**src/rtl/present_core.sv**
```systemverilog
// Iterative PRESENT-80/128 encryption engine with on-the-fly key schedule.
// ROUNDS_PER_CYCLE round stages are chained combinationally per clock.
module present_core #(
    parameter int KEY_WIDTH        = 80,
    parameter int ROUNDS_PER_CYCLE = 1
) (
    input  logic                 Clk_ik,
    input  logic                 Reset_ir,
    input  logic                 Start_i,
    input  logic [63:0]          Data_ib,
    input  logic [KEY_WIDTH-1:0] Key_ib,
    output logic                 Ready_o,
    output logic                 Valid_o,
    output logic [63:0]          Data_ob
);

    generate
        if (KEY_WIDTH != 80 && KEY_WIDTH != 128) begin : gBadKeyWidth
            $error("present_core: KEY_WIDTH must be 80 or 128");
        end
        if (ROUNDS_PER_CYCLE < 1 || ROUNDS_PER_CYCLE > 31) begin : gBadRounds
            $error("present_core: ROUNDS_PER_CYCLE must be in 1..31");
        end
    endgenerate

    // Round-counter injection point differs between the two key schedules
    localparam int CNT_LSB = (KEY_WIDTH == 128) ? 62 : 15;

    typedef enum logic {
        IDLE,
        RUN
    } fsmStateT;

    fsmStateT             fsmState;
    fsmStateT             fsmNext;
    logic [63:0]          blockReg;
    logic [KEY_WIDTH-1:0] keyReg;
    logic [4:0]           roundCnt;
    logic [63:0]          blockNext;
    logic [KEY_WIDTH-1:0] keyNext;
    logic                 lastCycle;

    function automatic logic [3:0] sBoxNibble(input logic [3:0] x);
        case (x)
            4'h0: return 4'hC;
            4'h1: return 4'h5;
            4'h2: return 4'h6;
            4'h3: return 4'hB;
            4'h4: return 4'h9;
            4'h5: return 4'h0;
            4'h6: return 4'hA;
            4'h7: return 4'hD;
            4'h8: return 4'h3;
            4'h9: return 4'hE;
            4'hA: return 4'hF;
            4'hB: return 4'h8;
            4'hC: return 4'h4;
            4'hD: return 4'h7;
            4'hE: return 4'h1;
            4'hF: return 4'h2;
        endcase
    endfunction

    function automatic logic [63:0] sBoxLayer(input logic [63:0] x);
        logic [63:0] y;
        y = '0;
        for (int n = 0; n < 16; n++) begin
            y[4*n +: 4] = sBoxNibble(x[4*n +: 4]);
        end
        return y;
    endfunction

    function automatic logic [63:0] pLayer(input logic [63:0] x);
        logic [63:0] y;
        y = '0;
        for (int j = 0; j < 16; j++) begin
            for (int b = 0; b < 4; b++) begin
                y[16*b + j] = x[4*j + b];
            end
        end
        return y;
    endfunction

    // Key register update following round number 'round'
    function automatic logic [KEY_WIDTH-1:0] keyUpdate(input logic [KEY_WIDTH-1:0] k,
                                                       input logic [4:0]           round);
        logic [KEY_WIDTH-1:0] r;
        r = {k[KEY_WIDTH-62:0], k[KEY_WIDTH-1:KEY_WIDTH-61]};
        r[KEY_WIDTH-1 -: 4] = sBoxNibble(r[KEY_WIDTH-1 -: 4]);
        if (KEY_WIDTH == 128) begin
            r[KEY_WIDTH-5 -: 4] = sBoxNibble(r[KEY_WIDTH-5 -: 4]);
        end
        r[CNT_LSB +: 5] = r[CNT_LSB +: 5] ^ round;
        return r;
    endfunction

    // Unrolled round chain; stages past round 31 pass their inputs through
    always_comb begin
        logic [63:0]          s;
        logic [KEY_WIDTH-1:0] k;
        logic [5:0]           roundNum;
        s        = blockReg;
        k        = keyReg;
        roundNum = '0;
        for (int st = 0; st < ROUNDS_PER_CYCLE; st++) begin
            roundNum = {1'b0, roundCnt} + 6'(st);
            if (roundNum <= 6'd31) begin
                s = pLayer(sBoxLayer(s ^ k[KEY_WIDTH-1 -: 64]));
                k = keyUpdate(k, roundNum[4:0]);
            end
        end
        blockNext = s;
        keyNext   = k;
        lastCycle = ({1'b0, roundCnt} + 6'(ROUNDS_PER_CYCLE)) >= 6'd32;
    end

    always_ff @(posedge Clk_ik) begin
        if (Reset_ir) begin
            fsmState <= IDLE;
        end else begin
            fsmState <= fsmNext;
        end
    end

    always_comb begin
        fsmNext = fsmState;
        case (fsmState)
            IDLE:    if (Start_i) fsmNext = RUN;
            RUN:     if (lastCycle) fsmNext = IDLE;
            default: fsmNext = IDLE;
        endcase
    end

    always_comb begin
        Ready_o = (fsmState == IDLE);
    end

    always_ff @(posedge Clk_ik) begin
        if (Reset_ir) begin
            blockReg <= '0;
            keyReg   <= '0;
            roundCnt <= '0;
            Valid_o  <= 1'b0;
            Data_ob  <= '0;
        end else begin
            Valid_o <= 1'b0;
            case (fsmState)
                IDLE: begin
                    if (Start_i) begin
                        blockReg <= Data_ib;
                        keyReg   <= Key_ib;
                        roundCnt <= 5'd1;
                    end
                end
                RUN: begin
                    blockReg <= blockNext;
                    keyReg   <= keyNext;
                    if (lastCycle) begin
                        Data_ob <= blockNext ^ keyNext[KEY_WIDTH-1 -: 64];
                        Valid_o <= 1'b1;
                    end else begin
                        roundCnt <= roundCnt + 5'(ROUNDS_PER_CYCLE);
                    end
                end
                default: ;
            endcase
        end
    end

endmodule

```
**config.mk**
```make
export PLATFORM = sky130hd
export DESIGN_NAME = present_core
export DESIGN_NICKNAME = d
export VERILOG_FILES = /design/src/rtl/present_core.sv
export SDC_FILE = /design/constraint.sdc
export NUM_CORES = 1
export LEC_CHECK = 0
export BUFFER_PORTS_ARGS = -buffer_cell sky130_fd_sc_hd__buf_2
export CAP_MARGIN = 5
export CORE_UTILIZATION = 50
export DETAILED_ROUTE_END_ITERATION = 6
export PLACE_DENSITY_LB_ADDON = 0.1
export SYNTH_ARGS = -nofsm -noshare
export SYNTH_HDL_FRONTEND = slang
export SYNTH_SLANG_ARGS = --single-unit
```
**constraint.sdc**
```tcl
create_clock -name Clk_ik -period 3.2 [get_ports Clk_ik]
set_input_delay 0.64 -clock Clk_ik [delete_from_list [all_inputs] [get_ports Clk_ik]]
set_output_delay 0.64 -clock Clk_ik [all_outputs]
set_load 0.005 [all_outputs]
```
==> results of run 1 <==
[metrics by stage]
step	utilization [%]	hold slack, ns	area, µm²
2_1_floorplan	-	0.436	14000
3_3_place_gp	56.5	0.434	15300
3_5_place_dp	56.5	0.441	15300
4_1_cts	60.0	0.388	16300
5_1_grt	60.0	0.416	16300
6_report	60.0	0.401	16300
[layout make-up]
class	instances	share of cell area, %
clock buffers	32	4.37
clock inverters	13	1.47
inverters	56	1.29
multi-input cells	1155	54.9
flip-flops and latches	215	26.4
well taps	372	2.85
repair buffers	246	8.66
[routing by layer]
| metal | up-vias | global-route usage, % | part of all wire (%) |
|---|---|---|---|
| li1 | 5827 | - | - |
| met2 | 438 | 48.7 | 45 |
| met3 | 43 | 2.95 | 6.8 |
| met4 | 0 | 6.62 | 2.0 |
| met1 | 5915 | 46.4 | 47 |
| met5 | - | 0 | 0 |
[power by group through the flow]
| stage | Sequential [mW] | Combinational (mW) | Clock (mW) |
|---|---|---|---|
| final | 3.16 | 3.63 | 3.35 |
| after global routing | 3.18 | 3.91 | 3.47 |
| after CTS | 3.15 | 3.60 | 3.35 |
| after detailed placement | 3.21 | 3.57 | 0 |
| after global placement | 3.21 | 3.52 | 0 |
| after floorplan | 3.10 | 2.58 | 0 |
[registers in the layout (all words and copies together), names as in the netlist]
register and count:
Data_ob 64, roundCnt 5, fsmState 1, Valid_o 1, blockReg 64, keyReg 80
[worst reg2reg max path, stage by stage (launching register included)]
cell and delay (ns):
sky130_fd_sc_hd__dfxtp_1 0.46, sky130_fd_sc_hd__ha_1 0.24, sky130_fd_sc_hd__and3_1 0.16, sky130_fd_sc_hd__ha_1 0.12
sky130_fd_sc_hd__nand2b_1 0.18, sky130_fd_sc_hd__or2_4 0.44, sky130_fd_sc_hd__buf_12 0.31, sky130_fd_sc_hd__buf_4 0.26
sky130_fd_sc_hd__mux2i_1 0.33, sky130_fd_sc_hd__xnor2_1 0.17, sky130_fd_sc_hd__a21oi_1 0.09
[cell families (layout without fill, tap and decap cells)]
group                      after synthesis  after routing  synth area share (%)
and+or+nand+nor                        297            297                  10.3
xor gates and xnor gates               148            148                  9.44
AOI/OAI and AO/OA                      443            443                  19.9
adders and majority gates               87             87                  7.80
buffers and inverters                  172            347                  5.11
DFF                                    215            215                  30.8
muxes                                  180            180                  16.7
[Yosys cell counts (2+ instances only)]
cell,count
sky130_fd_sc_hd__dfxtp_1,215
sky130_fd_sc_hd__clkbuf_1,87
sky130_fd_sc_hd__and3_1,3
sky130_fd_sc_hd__buf_2,12
sky130_fd_sc_hd__a21oi_1,137
sky130_fd_sc_hd__nor3_1,23
sky130_fd_sc_hd__inv_2,3
sky130_fd_sc_hd__xor2_1,74
sky130_fd_sc_hd__o21ai_0,94
sky130_fd_sc_hd__or3_1,2
sky130_fd_sc_hd__nor3b_1,2
sky130_fd_sc_hd__nand2_1,103
sky130_fd_sc_hd__nand3_1,12
sky130_fd_sc_hd__o311a_1,4
sky130_fd_sc_hd__o211a_1,2
sky130_fd_sc_hd__mux4_2,34
sky130_fd_sc_hd__nor2b_1,87
sky130_fd_sc_hd__nand3b_1,2
sky130_fd_sc_hd__o221ai_1,2
sky130_fd_sc_hd__mux2_2,24
sky130_fd_sc_hd__buf_1,9
sky130_fd_sc_hd__ha_1,87
sky130_fd_sc_hd__nor2_1,55
sky130_fd_sc_hd__nor4b_1,2
sky130_fd_sc_hd__buf_4,2
sky130_fd_sc_hd__o22a_1,3
sky130_fd_sc_hd__xnor2_1,72
sky130_fd_sc_hd__a22oi_1,15
sky130_fd_sc_hd__buf_6,6
sky130_fd_sc_hd__inv_1,53
sky130_fd_sc_hd__mux2i_2,18
sky130_fd_sc_hd__a211oi_1,177
sky130_fd_sc_hd__mux2i_1,104
[path summary, 6_finish.rpt]
path | start | to | slack, ns | depth (start not counted)
worst min register to register | Data_ob[25] | Data_ob[25] | 0.45 | 2
worst min-delay path | Key_ib[11] | keyReg[11] | 0.40 | 3
worst max-delay path | roundCnt[0] | Data_ob[8] | 0.30 | 10
worst max register to register | roundCnt[0] | Data_ob[8] | 0.30 | 10
==> impl_metrics.sql, run 1 <==
INSERT INTO impl_metrics (metric_group, metric, value, unit) VALUES
('outcome', 'status', 'complete, no violations', ''),
('die', 'initial_core_utilization', '51.4', '%'),
('worst_setup_path', 'slowest_delay', '0.46', 'ns'),
('yosys', 'synth.cell_area', '14000', 'µm²'),
('final_layout', 'drive_gt1_share', '21.9', '%'),
('routing', 'drt_wl_total', '45.3', 'mm'),
('yosys', 'synth.top_cells.by_area', 'sky130_fd_sc_hd__dfxtp_1 31%, sky130_fd_sc_hd__a211oi_1 9.5%, sky130_fd_sc_hd__ha_1 7.8%', ''),
('worst_setup_path', 'critPathMaxFanout', '36', ''),
('clocking', 'clock_sink_count', '215', ''),
('grt', 'gr-usage-all-layers', '31.2', '%'),
('grt', 'grt_antenna_before_repair', '0', ''),
('worst_setup_path', 'path_common_cell', 'sky130_fd_sc_hd__ha_1', ''),
('die', 'fp.coreArea', '27200', 'µm²'),
('power_and_ir_drop', 'p_switching', '3.59', 'mW'),
('power_and_ir_drop', 'power.combinational.fraction', '35.8', '%'),
('final_layout', 'area.growth.synth_to_final', '16.8', '%'),
('grt', 'pin_count_of_the_biggest_net_entering_global_routing', '136', ''),
('timing', 'headroom_to_the_max_slew_limit', '44.1', '%'),
('timing', 'timing.final.crit_share', '90.7', '%'),
('timing', 'final_count_of_negative_setup_slack_endpoints', '0', ''),
('worst_setup_path', 'start_kind', 'register', ''),
('power_and_ir_drop', 'power_density', '622', 'nW/µm²'),
('yosys', 'syn-instance-count', '1542', ''),
('clocking', 'cts_hold_buffers', '0', ''),
('power_and_ir_drop', 'sw_frac_of_total', '35.4', '%'),
('routing', 'post_drt_via_cell_ratio', '5.85', ''),
('yosys', 'synthDominantCellAreaShare', '30.8', '%'),
('worst_setup_path', 'worstPathBufferInverterCount', '2', ''),
('clocking', 'clock_path_buffers', '3', ''),
('timing', 'final.min_clock_period', '2.90', 'ns'),
('power_and_ir_drop', 'static-leakage-power', '7.29', 'nW'),
('routing', 'ant_nets', '0', ''),
('power_and_ir_drop', 'report.power.total', '10.1', 'mW'),
('clocking', 'cts-buffers-inserted', '25', ''),
('yosys', 'postSynthRegisterBits', '215', ''),
('power_and_ir_drop', 'share_seq_of_total_power', '31.2', '%'),
('clocking', 'worst_setup_hold_path_clk_slew', '0.06', 'ns'),
('die', 'die_height', '169', 'µm'),
('placed_design', 'globalplace.congestion', '0.928', ''),
('final_layout', 'multiInputGateArea', '8950', 'µm²'),
('routing', 'post-route-drc-count', '0', ''),
('worst_setup_path', 'critical_path_required', '3.58', 'ns'),
('power_and_ir_drop', 'clock_power_share', '33.0', '%'),
('timing', 'pins_over_their_slew_limit', '0', ''),
('yosys', 'number_of_synthesized_flops_with_an_enable_pin', '0', ''),
('final_layout', 'fill_cells', '2491', ''),
('final_layout', 'final_cell_mix', '214 x sky130_fd_sc_hd__dfxtp_1, 210 x sky130_fd_sc_hd__buf_2, 177 x sky130_fd_sc_hd__a211oi_1, 137 x sky130_fd_sc_hd__a21oi_1, 104 x sky130_fd_sc_hd__mux2i_1', ''),
('placed_design', 'detailedPlace.worstSlack', '0.335', 'ns'),
('yosys', 'synthDominantAreaCellType', 'sky130_fd_sc_hd__dfxtp_1', ''),
('worst_setup_path', 'crit_type', 'register to register', ''),
('final_layout', 'layout.cells.non_filler', '2089', ''),
('timing', 'finClkSkew', '0.00727', 'ns'),
('die', 'design.die.area', '28600', 'µm²'),
('hold_path', 'hold_path.class', 'input pin to register', ''),
('yosys', 'post_synth_num_cell_types', '50', ''),
('timing', 'unrepaired_setup_endpoints_after_global_routing', 'false', ''),
('final_layout', 'final-seq-area', '4310', 'µm²'),
('clocking', 'cts.repair_timing.setup_buffer_count', '0', ''),
('clocking', 'cts_max_level', '1', ''),
('routing', 'initialDrtViolationCount', '1129', ''),
('run', 'max_cap_viol_count', '0', ''),
('yosys', 'asyncSetResetFlopFracSynth', '0', '%'),
('clocking', 'clockRootBuffer', 'sky130_fd_sc_hd__clkbuf_16', ''),
('worst_setup_path', 'endpoint_kind', 'register', ''),
('placed_design', 'buffer_ports.inserted', '212', ''),
('final_layout', 'final_common_cell', 'sky130_fd_sc_hd__dfxtp_1', ''),
('placed_design', 'post-dp-hpwl', '32.8', 'mm'),
('timing', 'postLayoutSetupSlackWorst', '0.296', 'ns'),
('worst_setup_path', 'critical_path.slowest_cell', 'sky130_fd_sc_hd__dfxtp_1', ''),
('power_and_ir_drop', 'intPower', '6.55', 'mW'),
('timing', 'clock.fmax', '0.344', 'GHz');
Note: power is estimated with default switching activity, not from simulation.
==> run 2: changes to the inputs <==
--- a/config.mk
+++ b/config.mk
@@ -7,7 +7,7 @@
 export LEC_CHECK = 0
 export BUFFER_PORTS_ARGS = -buffer_cell sky130_fd_sc_hd__buf_2
 export CAP_MARGIN = 5
-export CORE_UTILIZATION = 50
+export CORE_UTILIZATION = 35
 export DETAILED_ROUTE_END_ITERATION = 6
 export PLACE_DENSITY_LB_ADDON = 0.1
 export SYNTH_ARGS = -nofsm -noshare
==> constraint.sdc (replaced) <==
create_clock -name Clk_ik -period 2.83 [get_ports Clk_ik]
set_input_delay 0.566 -clock Clk_ik [delete_from_list [all_inputs] [get_ports Clk_ik]]
set_output_delay 0.566 -clock Clk_ik [all_outputs]
set_load 0.005 [all_outputs]
==> run 2 against run 1 <==
  * Routed wire length is 13% higher
  * Fmax increased by 12%
  * Core utilization decreased by 17 points
  * Worst hold slack got worse by 0.097 ns
==> impl_metrics.sql, run 2 (synthesized netlist as in run 1, its figures left out) <==
INSERT INTO impl_metrics (metric_group, metric, value, unit) VALUES
('outcome', 'status', 'complete, no violations', ''),
('final_layout', 'postLayoutCellArea', '16800', 'µm²'),
('worst_setup_path', 'crit_type', 'register to register', ''),
('power_and_ir_drop', 'static-leakage-power', '7.50', 'nW'),
('worst_setup_path', 'path_cells', 'ha_1 -> and3_1 -> ha_1 -> nand2b_1 -> or2_4 -> buf_12 -> o21ai_0 -> nand2_1 -> o22a_1 -> o311a_1', ''),
('placed_design', 'detailedPlace.worstSlack', '0.246', 'ns'),
('die', 'io-pin-count', '213', ''),
('grt', 'wire_length_of_the_first_global_routing_pass', '75.9', 'mm'),
('timing', 'clock.fmax', '0.384', 'GHz'),
('grt', 'gr-usage-all-layers', '24.8', '%'),
('clocking', 'latest_clock_arrival_within_the_worst_skew_pair', '0.56', 'ns'),
('run', 'max_cap_viol_count', '0', ''),
('worst_setup_path', 'start_kind', 'register', ''),
('timing', 'unrepaired_setup_endpoints_after_global_routing', 'false', ''),
('placed_design', 'dp_cells', '2235', ''),
('die', 'die_height', '202', 'µm'),
('final_layout', 'drive_gt1_share', '23.8', '%'),
('final_layout', 'final_common_cell', 'sky130_fd_sc_hd__dfxtp_1', ''),
('die', 'floorplan.rows', '72', ''),
('routing', 'drt_wl_total', '51.2', 'mm'),
('final_layout', 'layout.cells.non_filler', '2284', ''),
('worst_setup_path', 'crit_family', 'simple AND/OR/NAND/NOR gates', ''),
('worst_setup_path', 'crit_arrival', '3.05', 'ns'),
('final_layout', 'largest_register_ffs', '80', ''),
('final_layout', 'number_of_nets_in_the_finished_design', '1982', ''),
('routing', 'num_vias', '12100', ''),
('final_layout', 'leading_registers_by_flop_count', 'keyReg x80, Data_ob x64, blockReg x64', ''),
('worst_setup_path', 'critPathMaxFanout', '22', ''),
('clocking', 'cts-buffers-inserted', '28', ''),
('final_layout', 'final_cell_mix', '214 x sky130_fd_sc_hd__dfxtp_1, 210 x sky130_fd_sc_hd__buf_2, 177 x sky130_fd_sc_hd__a211oi_1, 137 x sky130_fd_sc_hd__a21oi_1, 104 x sky130_fd_sc_hd__mux2i_1', ''),
('routing', 'post_drt_via_cell_ratio', '5.32', ''),
('placed_design', 'post-dp-hpwl', '38.2', 'mm'),
('timing', 'postLayoutSetupSlackWorst', '0.229', 'ns'),
('timing', 'worstMarginPinSlew', '0.735', 'ns'),
('final_layout', 'area.growth.synth_to_final', '20.4', '%'),
('timing', 'timing.final.crit_share', '91.9', '%'),
('worst_setup_path', 'path_common_cell', 'sky130_fd_sc_hd__ha_1', ''),
('placed_design', 'globalplace.congestion', '0.855', ''),
('timing', 'fin_setup_tns', '0', 'ns'),
('clocking', 'clockRootBuffer', 'sky130_fd_sc_hd__clkbuf_16', ''),
('timing', 'whs', '0.303', 'ns'),
('routing', 'first_pass_drt_iterations', '5', ''),
('grt', 'pin_count_of_the_biggest_net_entering_global_routing', '136', ''),
('routing', 'ant_nets', '0', ''),
('routing', 'post_drt_wl_per_cell', '22.4', 'µm'),
('final_layout', 'top_register', 'keyReg', ''),
('routing', 'post-route-drc-count', '0', ''),
('worst_setup_path', 'critical_path_required', '3.28', 'ns'),
('worst_setup_path', 'critical_path.slowest_cell', 'sky130_fd_sc_hd__or2_4', ''),
('timing', 'headroom_to_the_max_slew_limit', '50.6', '%'),
('clocking', 'cts_max_level', '1', ''),
('power_and_ir_drop', 'report.power.total', '11.5', 'mW'),
('clocking', 'clock_path_buffers', '3', ''),
('clocking', 'cts.repair_timing.setup_buffer_count', '0', ''),
('die', 'fp.coreArea', '39000', 'µm²'),
('power_and_ir_drop', 'power_density', '681', 'nW/µm²'),
('worst_setup_path', 'worstPathBufferInverterCount', '1', ''),
('placed_design', 'buffer_ports.inserted', '212', ''),
('clocking', 'worst_setup_hold_path_clk_slew', '0.06', 'ns'),
('power_and_ir_drop', 'power.ir.vdd_worst', '0.392', 'mV'),
('final_layout', 'insertedDiodeCount', '0', ''),
('timing', 'hold_violations', '0', ''),
('die', 'design.die.area', '40700', 'µm²'),
('clocking', 'cts.repair.resized', '0', ''),
('clocking', 'cts_hold_buffers', '0', ''),
('grt', 'global_route.overflow_total', '0', ''),
('final_layout', 'layout.core_utilization', '43.1', '%'),
('worst_setup_path', 'slowest_delay', '0.43', 'ns'),
('worst_setup_path', 'r2r_slack', '0.23', 'ns'),
('die', 'floorplan.die.width', '202', 'µm'),
('hold_path', 'hold_path.class', 'input pin to register', ''),
('timing', 'finClkSkew', '0.0106', 'ns'),
('timing', 'pins_over_their_slew_limit', '0', ''),
('grt', 'grt_pass1_vias', '11700', ''),
('worst_setup_path', 'endpoint_kind', 'register', ''),
('placed_design', 'placed_cell_area', '15900', 'µm²'),
('grt', 'grt_antenna_before_repair', '0', ''),
('die', 'initial_core_utilization', '35.8', '%'),
('clocking', 'cts_tree', 'done', ''),
('timing', 'final.min_clock_period', '2.60', 'ns'),
('timing', 'final_count_of_negative_setup_slack_endpoints', '0', ''),
('clocking', 'clock_sink_count', '215', ''),
('routing', 'initialDrtViolationCount', '759', '');
[run 2: cell types whose count changed in the layout (fill, tap and decap cells not counted), sizes merged]
cell    before  now
clkbuf      32   44
buf        246  291
bufinv       7    1
or2          1    2
clkinv       6    3
[run 2: path summary, 6_finish.rpt]
kind / start / endpoint / depth (start not counted)
worst max register to register: roundCnt[0] / Data_ob[1] / 10
worst min-delay path: Key_ib[12] / keyReg[12] / 3
worst max-delay path: roundCnt[0] / Data_ob[1] / 10
worst min register to register: Data_ob[21] / Data_ob[21] / 2
[run 2: per-layer routing]
layer / track usage, % / routed length [µm] / vias to the layer above
met4: 9.66 / 1970 / 0
met2: 36.3 / 21400 / 343
li1: - / - / 5933
met5: 0 / 0 / -
met3: 4.18 / 2820 / 76
met1: 35.9 / 25000 / 5794
[run 2: worst reg2reg max path, stage by stage, from the launching register on]
cell and delay, ns:
sky130_fd_sc_hd__dfxtp_1 0.31, sky130_fd_sc_hd__ha_1 0.22, sky130_fd_sc_hd__and3_1 0.20, sky130_fd_sc_hd__ha_1 0.17
sky130_fd_sc_hd__nand2b_1 0.26, sky130_fd_sc_hd__or2_4 0.44, sky130_fd_sc_hd__buf_12 0.21, sky130_fd_sc_hd__o21ai_0 0.33
sky130_fd_sc_hd__nand2_1 0.09, sky130_fd_sc_hd__o22a_1 0.17, sky130_fd_sc_hd__o311a_1 0.11
[run 2: cell type report]
| class | instances | area [µm²] |
|---|---|---|
| fill | 3897 | 22200 |
| multi-input combinational | 1156 | 8960 |
| sequential | 215 | 4310 |
| timing repair buffer | 291 | 1790 |
| clock buffer | 44 | 852 |
| tap | 518 | 648 |
| inverter | 56 | 210 |
| clock inverter | 4 | 45.0 |
[run 2: report_power, final]
group | switching [mW] | internal (mW) | total [mW]
Clock | 1.43 | 2.13 | 3.56
Combinational | 2.50 | 1.85 | 4.35
Sequential | 0.293 | 3.26 | 3.55
Total | 4.22 | 7.24 | 11.5
